--- src/rtl/wb_commit_stage_pkg.sv ---
// rtl/wb_commit_stage_pkg.sv - WB commit entry layout shared with the pipeline bus-width constants.
package wb_commit_stage_pkg;

    localparam int WB_XLEN   = 32;
    localparam int WB_REG_AW = 5;

    // Entry layout, MSB first: {we, rd, data, exc}
    function automatic int wb_entry_w(input int reg_aw, input int xlen);
        return 1 + reg_aw + xlen + 1;
    endfunction

    localparam int WB_ENTRY_W = 1 + WB_REG_AW + WB_XLEN + 1;

endpackage

--- src/rtl/wb_commit_fifo.sv ---
// rtl/wb_commit_fifo.sv - DEPTH-entry in-order commit queue; full/empty are told apart by count only.
module wb_commit_fifo
    import wb_commit_stage_pkg::*;
#(
    parameter int W     = WB_ENTRY_W,
    parameter int DEPTH = 2,
    localparam int CNT_W = $clog2(DEPTH + 1),
    localparam int PTR_W = $clog2(DEPTH)
) (
    input  logic             clk,
    input  logic             rst_n,
    input  logic             push,
    input  logic [W-1:0]     push_data,
    input  logic             pop,
    output logic [W-1:0]     head_data,
    output logic             full,
    output logic             empty,
    output logic [CNT_W-1:0] count
);

    logic [W-1:0]     mem_q [DEPTH];
    logic [W-1:0]     mem_d [DEPTH];
    logic [PTR_W-1:0] wr_ptr_q, wr_ptr_d;
    logic [PTR_W-1:0] rd_ptr_q, rd_ptr_d;
    logic [CNT_W-1:0] count_q, count_d;

    always_comb begin
        mem_d    = mem_q;
        wr_ptr_d = wr_ptr_q;
        rd_ptr_d = rd_ptr_q;
        count_d  = count_q;
        if (push) begin
            mem_d[wr_ptr_q] = push_data;
            wr_ptr_d        = wr_ptr_q + PTR_W'(1);
        end
        if (pop) begin
            rd_ptr_d = rd_ptr_q + PTR_W'(1);
        end
        case ({push, pop})
            2'b10:   count_d = count_q + CNT_W'(1);
            2'b01:   count_d = count_q - CNT_W'(1);
            default: count_d = count_q;
        endcase
    end

    always_ff @(posedge clk) begin
        if (!rst_n) begin
            wr_ptr_q <= '0;
            rd_ptr_q <= '0;
            count_q  <= '0;
        end else begin
            wr_ptr_q <= wr_ptr_d;
            rd_ptr_q <= rd_ptr_d;
            count_q  <= count_d;
        end
    end

    // Storage is deliberately left out of reset; count alone says what is live.
    always_ff @(posedge clk) begin
        mem_q <= mem_d;
    end

    assign head_data = mem_q[rd_ptr_q];
    assign full      = (count_q == CNT_W'(DEPTH));
    assign empty     = (count_q == '0);
    assign count     = count_q;

endmodule

--- src/rtl/wb_commit_stage.sv ---
// rtl/wb_commit_stage.sv - RV32I writeback/commit stage draining a commit queue to the RF port.
// Optional retired-instruction counter enabled by WB_INSTRET_EN.
module wb_commit_stage
    import wb_commit_stage_pkg::*;
#(
    parameter int XLEN   = 32,
    parameter int REG_AW = 5,
    parameter int DEPTH  = 2,
    localparam int CNT_W = $clog2(DEPTH + 1)
) (
    input  logic              clk,
    input  logic              rst_n,
    input  logic              in_valid,
    input  logic              in_rf_we,
    input  logic [REG_AW-1:0] in_rd,
    input  logic [XLEN-1:0]   in_data,
    input  logic              in_exc,
    output logic              allow_in,
    input  logic              rf_ready,
    output logic              rf_we,
    output logic [REG_AW-1:0] rf_waddr,
    output logic [XLEN-1:0]   rf_wdata,
    output logic              head_valid,
    output logic              trap,
    output logic [CNT_W-1:0]  occupancy
`ifdef WB_INSTRET_EN
    ,
    output logic [63:0]       instret
`endif
);

    localparam int ENTRY_W = wb_entry_w(REG_AW, XLEN);

    logic               push, pop, full, empty;
    logic [ENTRY_W-1:0] push_data, head_data;
    logic               h_we, h_exc;
    logic [REG_AW-1:0]  h_rd;
    logic [XLEN-1:0]    h_data;

    // Writes to x0 are folded into a non-writing entry at the door.
    assign push_data = {in_rf_we && (in_rd != '0), in_rd, in_data, in_exc};
    assign push      = in_valid && allow_in;

    wb_commit_fifo #(
        .W     (ENTRY_W),
        .DEPTH (DEPTH)
    ) u_fifo (
        .clk       (clk),
        .rst_n     (rst_n),
        .push      (push),
        .push_data (push_data),
        .pop       (pop),
        .head_data (head_data),
        .full      (full),
        .empty     (empty),
        .count     (occupancy)
    );

    assign h_we   = head_data[ENTRY_W-1];
    assign h_rd   = head_data[ENTRY_W-2 -: REG_AW];
    assign h_data = head_data[XLEN:1];
    assign h_exc  = head_data[0];

    assign allow_in   = !full;
    assign head_valid = !empty;
    assign pop        = head_valid && (h_exc || !h_we || rf_ready);

    // Gated by rst_n so a reset landing mid-drain never leaks a write or trap.
    assign rf_we    = rst_n && head_valid && h_we && !h_exc && rf_ready;
    assign rf_waddr = h_rd;
    assign rf_wdata = h_data;
    assign trap     = rst_n && head_valid && h_exc;

`ifdef WB_INSTRET_EN
    logic [63:0] instret_q, instret_d;

    always_comb begin
        instret_d = instret_q + 64'(pop && !h_exc);
    end

    always_ff @(posedge clk) begin
        if (!rst_n) begin
            instret_q <= '0;
        end else begin
            instret_q <= instret_d;
        end
    end

    assign instret = instret_q;
`endif

endmodule

--- config.mk ---
export PLATFORM = sky130hd
export DESIGN_NAME = wb_commit_stage
export DESIGN_NICKNAME = d
export VERILOG_FILES = /design/src/rtl/wb_commit_stage_pkg.sv /design/src/rtl/wb_commit_fifo.sv /design/src/rtl/wb_commit_stage.sv
export SDC_FILE = /design/constraint.sdc
export NUM_CORES = 1
export LEC_CHECK = 0
export BUFFER_PORTS_ARGS = -buffer_cell sky130_fd_sc_hd__buf_2
export CAP_MARGIN = 20
export CORE_MARGIN = 10
export CORE_UTILIZATION = 51
export DETAILED_ROUTE_END_ITERATION = 8
export PLACE_DENSITY = 0.77
export SYNTH_ARGS = -nofsm -noshare
export SYNTH_HDL_FRONTEND = slang
export SYNTH_SLANG_ARGS = --single-unit
--- constraint.sdc ---
create_clock -name clk -period 2.42 [get_ports clk]
set_input_delay 0.121 -clock clk [delete_from_list [all_inputs] [get_ports clk]]
set_output_delay 0.121 -clock clk [all_outputs]
set_load 0.005 [all_outputs]
==> impl_metrics.json, run 1 <==
{
  "status": "finished, final reports clean",
  "cts.clk_slew.worst_paths_ns": 0.08,
  "yosys.area_share.simple": 0.0256,
  "antenna_found_initial": 0,
  "p_leak_nw": 1.59,
  "core_area_um2": 5890,
  "grt_max_degree": 40,
  "vias": 1772,
  "relSlewSlack": 0.655,
  "worstSetupEndpointType": "flip-flop",
  "p_sw_mw": 0.938,
  "post-route-util": 0.702,
  "layout_commonest_cell": "buf_2",
  "antenna_cells": 0,
  "tightest_slew_ns": 0.517,
  "synth_area_um2": 3080,
  "via_per_inst": 4.85,
  "cpMostUsedCell": "o21a_1",
  "hold_class": "primary input to flip-flop",
  "swShare": 0.263,
  "crit_arrival_ns": 2.04,
  "clock-sinks": 82,
  "final_cell_mix": "buf_2 (85), edfxtp_1 (78), dlygate4sd3_1 (38)",
  "start_util": 0.524,
  "dieArea_um2": 9560,
  "grt_pass1_vias": 1893,
  "cts_hold_buf": 38,
  "synth_compound_area_frac": 0.0256,
  "fillers": 395,
  "clockRootBuffer": "clkbuf_8",
  "clk_latency_ns": 0.33,
  "synth_fa_ha_area_frac": 0.00406,
  "track_usage": 0.123,
  "setup_slack_ns": 0.653,
  "drc": 0,
  "crit_path_top_delay_cell": "edfxtp_1",
  "die_y_um": 97.8,
  "slowest_delay_ns": 0.37,
  "cp_max_fo": 3,
  "worstPathCellList": "nand2b_1 > o21a_1 > o21a_1 > ha_1 > or3_1 > a21boi_1",
  "cts.htree.levels": 3,
  "first_iter_violations": 42,
  "p_int_mw": 2.64,
  "synth_top_family_by_area": "multiplexers",
  "critPathKind": "flip-flop to flip-flop",
  "layout_min_cycle_time_ns": 1.77,
  "routabilityCongestion": 0.657,
  "setup_violations": 0,
  "synthesis.nets": 198,
  "synth_xor_area_frac": 0.00568,
  "cp.required_ns": 2.69,
  "die_w_um": 97.8,
  "wl_um": 5950,
  "cts_resized": 0,
  "ir_drop_mv": 0.494,
  "pre_cts_slack_ns": 0.658,
  "power_frac_seq": 0.506,
  "fin_tns_setup_ns": 0,
  "fp-row-count": 28,
  "synthDistinctLibCells": 27,
  "crit_path_start_kind": "flip-flop",
  "yosysSeqAreaShare": 0.786,
  "slew_violations": 0,
  "period_share": 0.730,
  "nets": 331,
  "power_frac_comb": 0.277,
  "place_area_um2": 3600,
  "area_growth_pct": 34.0,
  "hpwl_um": 3910,
  "synth_mux_area_frac": 0.138,
  "dr.pass1.iters": 4,
  "ys_ff_latch": 82,
  "rsz0062_at_grt": "false",
  "synthCells": 154,
  "cellPowerDensity_nw_per_um2": 865,
  "pin_count": 86,
  "portBuffers": 85,
  "drive_gt1_frac": 0.493,
  "p_clk_frac": 0.217,
  "cts_tree": "built",
  "grt_overflow": 0,
  "finClkSkew_ns": 0.00653,
  "fin_area_um2": 4130,
  "cts_made_buffers": 9,
  "avgSynthCellArea_um2": 20.0,
  "fmax_mhz": 566,
  "yosys_warnings": 0,
  "drtAntennaViolNets": 0,
  "grt_pass1_wl_um": 9320,
  "cts_setup_buffers": 0,
  "clock_path_buffers": 2,
  "wire_per_inst_um": 16.3,
  "hold_violations": 0,
  "drv_cap": 0
}
==> layer usage <==
metal  track usage  wire, um  vias up
met5             0         0        -
met4        0.0470        41        0
met3        0.0451       342        5
met2         0.208      3120       54
met1         0.138      2440      848
li1              -         -      865
==> path summary, 6_finish.rpt <==
| check | startpoint | endpoint | slack [ns] | cells past startpoint |
|---|---|---|---|---|
| worst max register to register | u_fifo.mem_q[39]$_DFFE_PP_ | u_fifo.count[1]$_SDFFE_PN0P_ | 0.65 | 6 |
| worst min register to register | u_fifo.count[1]$_SDFFE_PN0P_ | u_fifo.count[1]$_SDFFE_PN0P_ | 0.51 | 2 |
| worst min-delay path | rst_n | u_fifo.count[0]$_SDFFE_PN0P_ | 0.05 | 2 |
| worst max-delay path | u_fifo.mem_q[39]$_DFFE_PP_ | u_fifo.count[1]$_SDFFE_PN0P_ | 0.65 | 6 |
==> area by class of cell <==
class,count,area [um2],area share
timing repair buffer,128,843,0.204
multi-input combinational,64,616,0.149
inverter,2,7.51,0.00182
sequential,82,2420,0.587
clock buffer,9,124,0.0300
tap,75,93.8,0.0227
clock inverter,5,23.8,0.00575
==> cell families after synthesis <==
logic type / after synthesis
flip-flops: 82
multiplexers: 38
AND/OR/NAND/NOR: 13
AO/OA/AOI/OAI: 10
buffers and inverters: 8
XOR/XNOR: 2
adder cells (fa/ha/maj): 1
==> flip-flops by register name (all words and copies together), names as in the netlist <==
name	count
u_fifo.count	2
u_fifo.wr_ptr_q	1
u_fifo.rd_ptr_q	1
u_fifo.mem_q	78
==> power groups by stage <==
stage / sequential [mW] / clock, mW / combinational, mW
finish: 1.81 / 0.775 / 0.990
global route: 1.82 / 0.868 / 1.09
CTS: 1.81 / 0.810 / 1.01
detailed placement: 1.84 / 0 / 0.958
global placement: 1.83 / 0 / 0.951
floorplan: 1.83 / 0 / 0.604
==> synthesized netlist by cell type <==
master,instances,share of area
edfxtp_1,78,0.76
mux2_2,37,0.14
buf_4,4,0.0097
dfxtp_1,4,0.026
o21a_1,4,0.0097
inv_1,2,0.0024
nand2_1,2,0.0024
nand2b_1,2,0.0041
nand3b_1,2,0.0049
xnor2_1,2,0.0057
a21bo_2,1,0.0032
a21boi_0,1,0.0024
a21boi_1,1,0.0024
and2_1,1,0.0020
and3_1,1,0.0020
buf_2,1,0.0016
clkbuf_1,1,0.0012
ha_1,1,0.0041
mux2i_1,1,0.0032
nor2_1,1,0.0012
nor3b_1,1,0.0024
o211a_1,1,0.0032
o21ai_0,1,0.0016
o311ai_0,1,0.0028
or2_1,1,0.0020
or3_1,1,0.0020
or4_1,1,0.0024
==> per-stage QoR <==
step,std cells,hold slack [ns],total power [mW]
final,365,0.0524,3.57
after global routing,365,0.0476,3.78
after CTS,365,0.0370,3.63
after detailed placement,313,0.312,2.80
after global placement,313,0.310,2.78
after floorplan,154,0.220,2.43
==> critical path, delay by kind of cell, from the launching register on <==
family	cells	cell delay (ns)
simple gates	2	0.52
fa+ha+maj	1	0.33
flops	1	0.37
compound gates	3	0.49
Power figures use the tool's default switching activity.
==> inputs of run 2 (changes only) <==
--- a/config.mk
+++ b/config.mk
@@ -8,9 +8,9 @@
 export BUFFER_PORTS_ARGS = -buffer_cell sky130_fd_sc_hd__buf_2
 export CAP_MARGIN = 20
 export CORE_MARGIN = 10
-export CORE_UTILIZATION = 51
+export CORE_UTILIZATION = 46
 export DETAILED_ROUTE_END_ITERATION = 8
-export PLACE_DENSITY = 0.77
+export PLACE_DENSITY = 0.74
 export SYNTH_ARGS = -nofsm -noshare
 export SYNTH_HDL_FRONTEND = slang
 export SYNTH_SLANG_ARGS = --single-unit
==> constraint.sdc (replaced) <==
create_clock -name clk -period 1.5 [get_ports clk]
set_input_delay 0.075 -clock clk [delete_from_list [all_inputs] [get_ports clk]]
set_output_delay 0.075 -clock clk [all_outputs]
set_load 0.005 [all_outputs]
==> run 2 against run 1 <==
The flow now finishes with violations (setup timing). Combinational power rose to 2.5 times the previous value. Core utilization rose by 2.5 points. Register-to-register slack got worse by 0.88 ns. Die area rose by 8.6%. Cell count rose by 3.3%. Clock power rose by 99%. Wire length rose by 19%. Global-route usage rose by 0.99 points. Critical path depth rose by 1. Fmax rose by 2.4%. Critical path type unchanged. Highest routed layer unchanged.
==> impl_metrics.json, run 2 (synthesis results as in run 1) <==
{
  "worstSetupEndpointType": "flip-flop",
  "dr.pass1.iters": 4,
  "power_mw": 7.01,
  "drive_gt1_frac": 0.527,
  "rsz0062_at_grt": "true",
  "cp.required_ns": 1.78,
  "grt_max_degree": 24,
  "cts_tree": "built",
  "gr-usage-met1": 0.139,
  "final_cell_mix": "edfxtp_1 (78), buf_2 (60), dlygate4sd3_1 (39)",
  "holdWs_ns": 0.0750,
  "power_frac_seq": 0.423,
  "seq_area_um2": 2430,
  "clock_path_buffers": 2,
  "swShare": 0.267,
  "track_usage": 0.133,
  "setup_slack_ns": -0.225,
  "crit_arrival_ns": 2.00,
  "cts_made_buffers": 9,
  "critPathKind": "flip-flop to flip-flop",
  "routabilityCongestion": 0.795,
  "grt_pass1_wl_um": 10600,
  "die_w_um": 102,
  "largest_reg_flops": 78,
  "hpwl_um": 4270,
  "wire_per_inst_um": 18.8,
  "first_iter_violations": 43,
  "crit_path_start_kind": "flip-flop",
  "drtAntennaViolNets": 0,
  "finClkSkew_ns": 0.00370,
  "status": "finished with violations",
  "nets": 339,
  "portBuffers": 85,
  "setup_violations": 4,
  "drc": 0,
  "layout_min_cycle_time_ns": 1.73,
  "via_per_inst": 4.93,
  "grt_overflow": 0,
  "clockRootBuffer": "clkbuf_8",
  "hold_class": "primary input to flip-flop",
  "dp.cells": 319,
  "tightest_slew_ns": 0.294,
  "violations": "setup timing",
  "p_clk_frac": 0.220,
  "die_y_um": 102,
  "pin_count": 86,
  "cts.clk_slew.worst_paths_ns": 0.08,
  "slew_violations": 0,
  "wl_um": 7110,
  "cellPowerDensity_nw_per_um2": 1500,
  "multi_input_area_um2": 783,
  "antenna_cells": 0,
  "area_growth_pct": 51.4,
  "clk_latency_ns": 0.34,
  "relSlewSlack": 0.802,
  "p_sw_mw": 1.87,
  "cts.htree.levels": 3,
  "worst-r2r-cell-count": 7,
  "p_int_mw": 5.14,
  "period_share": 1.15,
  "regMostFlops": "u_fifo.mem_q",
  "clock-sinks": 82,
  "grt_pass1_vias": 2061,
  "hold_violations": 0,
  "fp-row-count": 29,
  "grt_use_met3": 0.0526,
  "cp_max_fo": 2,
  "start_util": 0.480,
  "fmax_mhz": 580,
  "core_area_um2": 6420,
  "vias": 1857,
  "layout_commonest_cell": "edfxtp_1",
  "fillers": 394,
  "use_met2": 0.232,
  "power_frac_comb": 0.357,
  "antenna_found_initial": 0,
  "min_path_cells": 3,
  "drv_cap": 0,
  "dieArea_um2": 10400,
  "ir_drop_mv": 0.881,
  "p_leak_nw": 1.84,
  "grt_busiest_layer": "met2",
  "finalNonFillerCells": 377
}
[run 2: cell types whose count changed in the layout (fill, tap and decap cells not counted), moves of 4 or more]
cell / delta
buf_12: +6
clkinvlp_4: +4
mux2_4: +33
buf_2: -25
buf_6: +25
mux2_2: -33
clkinv_2: -4
[run 2: final cells by class]
cell class / count / share of cell area
sequential: 82 / 0.521
timing repair buffer: 136 / 0.247
multi-input combinational: 64 / 0.168
clock buffer: 9 / 0.0265
tap: 77 / 0.0206
clock inverter: 7 / 0.0147
inverter: 2 / 0.00241
[run 2: per-stage QoR]
| step | area [um2] | TNS, ns | utilization | worst slack [ns] |
|---|---|---|---|---|
| after floorplan | 3120 | -3.65 | - | -0.110 |
| after global placement | 3720 | -0.250 | 0.580 | -0.153 |
| after detailed placement | 3720 | -0.342 | 0.580 | -0.200 |
| after CTS | 4340 | -0.322 | 0.676 | -0.191 |
| after global routing | 4670 | -1.31 | 0.727 | -0.330 |
| final | 4670 | -0.485 | 0.727 | -0.225 |
[run 2: worst max-delay path: stages, from the launching register on]
cell	delay (ns)
edfxtp_1	0.39
nand2b_4	0.15
o21a_1	0.19
o21a_1	0.22
ha_4	0.18
xnor2_2	0.12
or3_1	0.30
a21boi_1	0.12
[run 2: worst paths after layout]
| kind | startpoint | end | slack (ns) |
|---|---|---|---|
| setup / recovery | u_fifo.mem_q[39]$_DFFE_PP_ | u_fifo.count[1]$_SDFFE_PN0P_ | -0.23 |
| hold / removal | in_valid | u_fifo.wr_ptr_q$_SDFFE_PN0N_ | 0.08 |
| setup reg to reg | u_fifo.mem_q[39]$_DFFE_PP_ | u_fifo.count[1]$_SDFFE_PN0P_ | -0.23 |
| hold reg to reg | u_fifo.count[0]$_SDFFE_PN0P_ | u_fifo.count[0]$_SDFFE_PN0P_ | 0.60 |
[run 2: power by group through the flow]
stage               logic [mW]  clock network, mW  registers, mW
finish                    2.50               1.54           2.96
global route              2.68               1.68           2.99
CTS                       1.90               1.57           2.94
detailed placement        1.75                  0           2.97
global placement          1.73                  0           2.95
floorplan                 1.02                  0           2.95
[run 2: routing by layer]
layer	wire length [um]	vias to the layer above	share of wire
met3	500	9	0.070
met4	70	0	0.0099
met1	2740	904	0.39
met2	3790	65	0.53
met5	0	-	0
li1	-	879	-
[run 2: what timing repair did]
action                                  4_1_cts  5_1_grt
hold buffers                                 39        0
pin swaps                                     2        1
resized for setup                             7       60
endpoints found under the setup margin       41       38
endpoints found under the hold margin        78        0
setup buffers                                 1        1
cloned                                        0        1
==> inputs of run 3 (changes only) <==
==> constraint.sdc (replaced) <==
create_clock -name clk -period 1.5 [get_ports clk]
set_input_delay 0.15 -clock clk [delete_from_list [all_inputs] [get_ports clk]]
set_output_delay 0.15 -clock clk [all_outputs]
set_load 0.005 [all_outputs]
==> run 3 against run 2 <==
The flow still finishes with violations (setup timing). Combinational power up 4%. Largest cell class unchanged. Worst setup slack worse by 0.017 ns. Register-to-register slack worse by 0.02 ns. Largest power group unchanged. Core utilization down 0.94 points. Critical path type unchanged. Wire length down 2.1%. Non-clock buffer count up 9. Sequential share of layout area up 0.68 points. Die area unchanged. Global-route usage up 0.52 points.
==> impl_metrics.json, run 3 (synthesis results as in run 1) <==
{
  "area_growth_pct": 49.5,
  "rsz0062_at_grt": "true",
  "drv_cap": 0,
  "first_iter_violations": 89,
  "p_leak_nw": 1.80,
  "worstPathCellList": "nand2b_4 > o21a_1 > o21a_1 > ha_4 > xnor2_1 > or3_1 > a21boi_1",
  "dr.pass1.iters": 4,
  "place_area_um2": 3720,
  "crit_path_top_delay_cell": "edfxtp_1",
  "core_area_um2": 6420,
  "clockRootBuffer": "clkbuf_8",
  "worstSetupEndpointType": "flip-flop",
  "dieArea_um2": 10400,
  "fp-row-count": 29,
  "largest_reg_flops": 78,
  "setup_slack_ns": -0.243,
  "holdWs_ns": 0.0271,
  "hold_violations": 0,
  "rrSetupSlack_ns": -0.24,
  "dp.cells": 319,
  "clk_latency_ns": 0.34,
  "die_y_um": 102,
  "tightest_slew_ns": 0.338,
  "grt_pass1_wl_um": 10900,
  "start_util": 0.480,
  "pin_count": 86,
  "drtAntennaViolNets": 0,
  "die_w_um": 102,
  "cp.required_ns": 1.78,
  "setup_violations": 40,
  "antenna_cells": 0,
  "routabilityCongestion": 0.774,
  "relSlewSlack": 0.772,
  "grt_overflow": 0,
  "path_delay_family": "compound AO/OA/AOI/OAI gates",
  "portBuffers": 85,
  "cts_made_buffers": 9,
  "hold_class": "primary input to flip-flop",
  "drive_gt1_frac": 0.550,
  "nets": 348,
  "cellPowerDensity_nw_per_um2": 1530,
  "fillers": 423,
  "cts.htree.levels": 3,
  "layout_min_cycle_time_ns": 1.74,
  "slowest_delay_ns": 0.39,
  "fin_area_um2": 4610,
  "post-route-util": 0.718,
  "cpMostUsedCell": "o21a_1",
  "layout_commonest_cell": "edfxtp_1",
  "fmax_mhz": 574,
  "via_per_inst": 4.91,
  "clock_path_buffers": 2,
  "cts.clk_slew.worst_paths_ns": 0.08,
  "clock-sinks": 82,
  "pre_cts_slack_ns": -0.210,
  "power_mw": 7.05,
  "slew_violations": 0,
  "grt_max_degree": 23,
  "status": "finished with violations",
  "violations": "setup timing",
  "cp_max_fo": 2,
  "track_usage": 0.138,
  "finalNonFillerCells": 386,
  "wl_um": 6960,
  "finClkSkew_ns": 0.00860,
  "crit_path_start_kind": "flip-flop",
  "period_share": 1.16,
  "drc": 0,
  "hpwl_um": 4310,
  "grt_pass1_vias": 2078,
  "crit_arrival_ns": 2.02,
  "fin_tns_setup_ns": -4.76,
  "wire_per_inst_um": 18.0,
  "ir_drop_mv": 0.857,
  "final_cell_mix": "edfxtp_1 (78), buf_2 (77), dlygate4sd3_1 (37)",
  "vias": 1895,
  "regMostFlops": "u_fifo.mem_q",
  "cts_tree": "built",
  "critPathKind": "flip-flop to flip-flop",
  "antenna_found_initial": 0,
  "worstPathBufferInverterCount": 0
}
-- run 3: worst paths after layout --
path	from	end	cells past startpoint
worst min register to register	u_fifo.wr_ptr_q$_SDFFE_PN0N_	u_fifo.wr_ptr_q$_SDFFE_PN0N_	2
worst max-delay path	u_fifo.mem_q[39]$_DFFE_PP_	u_fifo.count[1]$_SDFFE_PN0P_	7
worst min-delay path	in_rd[1]	u_fifo.mem_q[73]$_DFFE_PP_	1
worst max register to register	u_fifo.mem_q[39]$_DFFE_PP_	u_fifo.count[1]$_SDFFE_PN0P_	7
-- run 3: layout make-up --
| cell class | count | area [um2] | area share |
|---|---|---|---|
| Clock buffer | 10 | 128 | 0.0277 |
| Clock inverter | 6 | 57.6 | 0.0125 |
| Inverter | 2 | 11.3 | 0.00244 |
| Multi-Input combinational cell | 64 | 699 | 0.152 |
| Sequential cell | 82 | 2430 | 0.527 |
| Tap cell | 77 | 96.3 | 0.0209 |
| Timing Repair Buffer | 145 | 1190 | 0.257 |
-- run 3: worst reg2reg max path, cell delays in order, from the launching register on --
cell      delay, ns
edfxtp_1       0.39
nand2b_4       0.15
o21a_1         0.19
o21a_1         0.21
ha_4           0.16
xnor2_1        0.14
or3_1          0.31
a21boi_1       0.13
-- run 3: report_power, final --
part | switching [mW] | internal (mW)
Sequential | 0.106 | 2.84
Combinational | 1.00 | 1.60
Clock | 0.748 | 0.755
-- run 3: repair_timing --
item,4_1_cts,5_1_grt
pin swaps,2,4
setup endpoints to repair,41,41
resized for setup,18,15
setup buffers,6,4
gates cloned,4,0
endpoints found under the hold margin,73,0
hold buffers,37,0
-- run 3: per-layer routing --
layer  part of all wire  GRT usage  wire length [um]
met1               0.40      0.155              2800
met2               0.52      0.238              3620
met3              0.073     0.0560               506
met4             0.0056     0.0390                39
met5                  0          0                 0
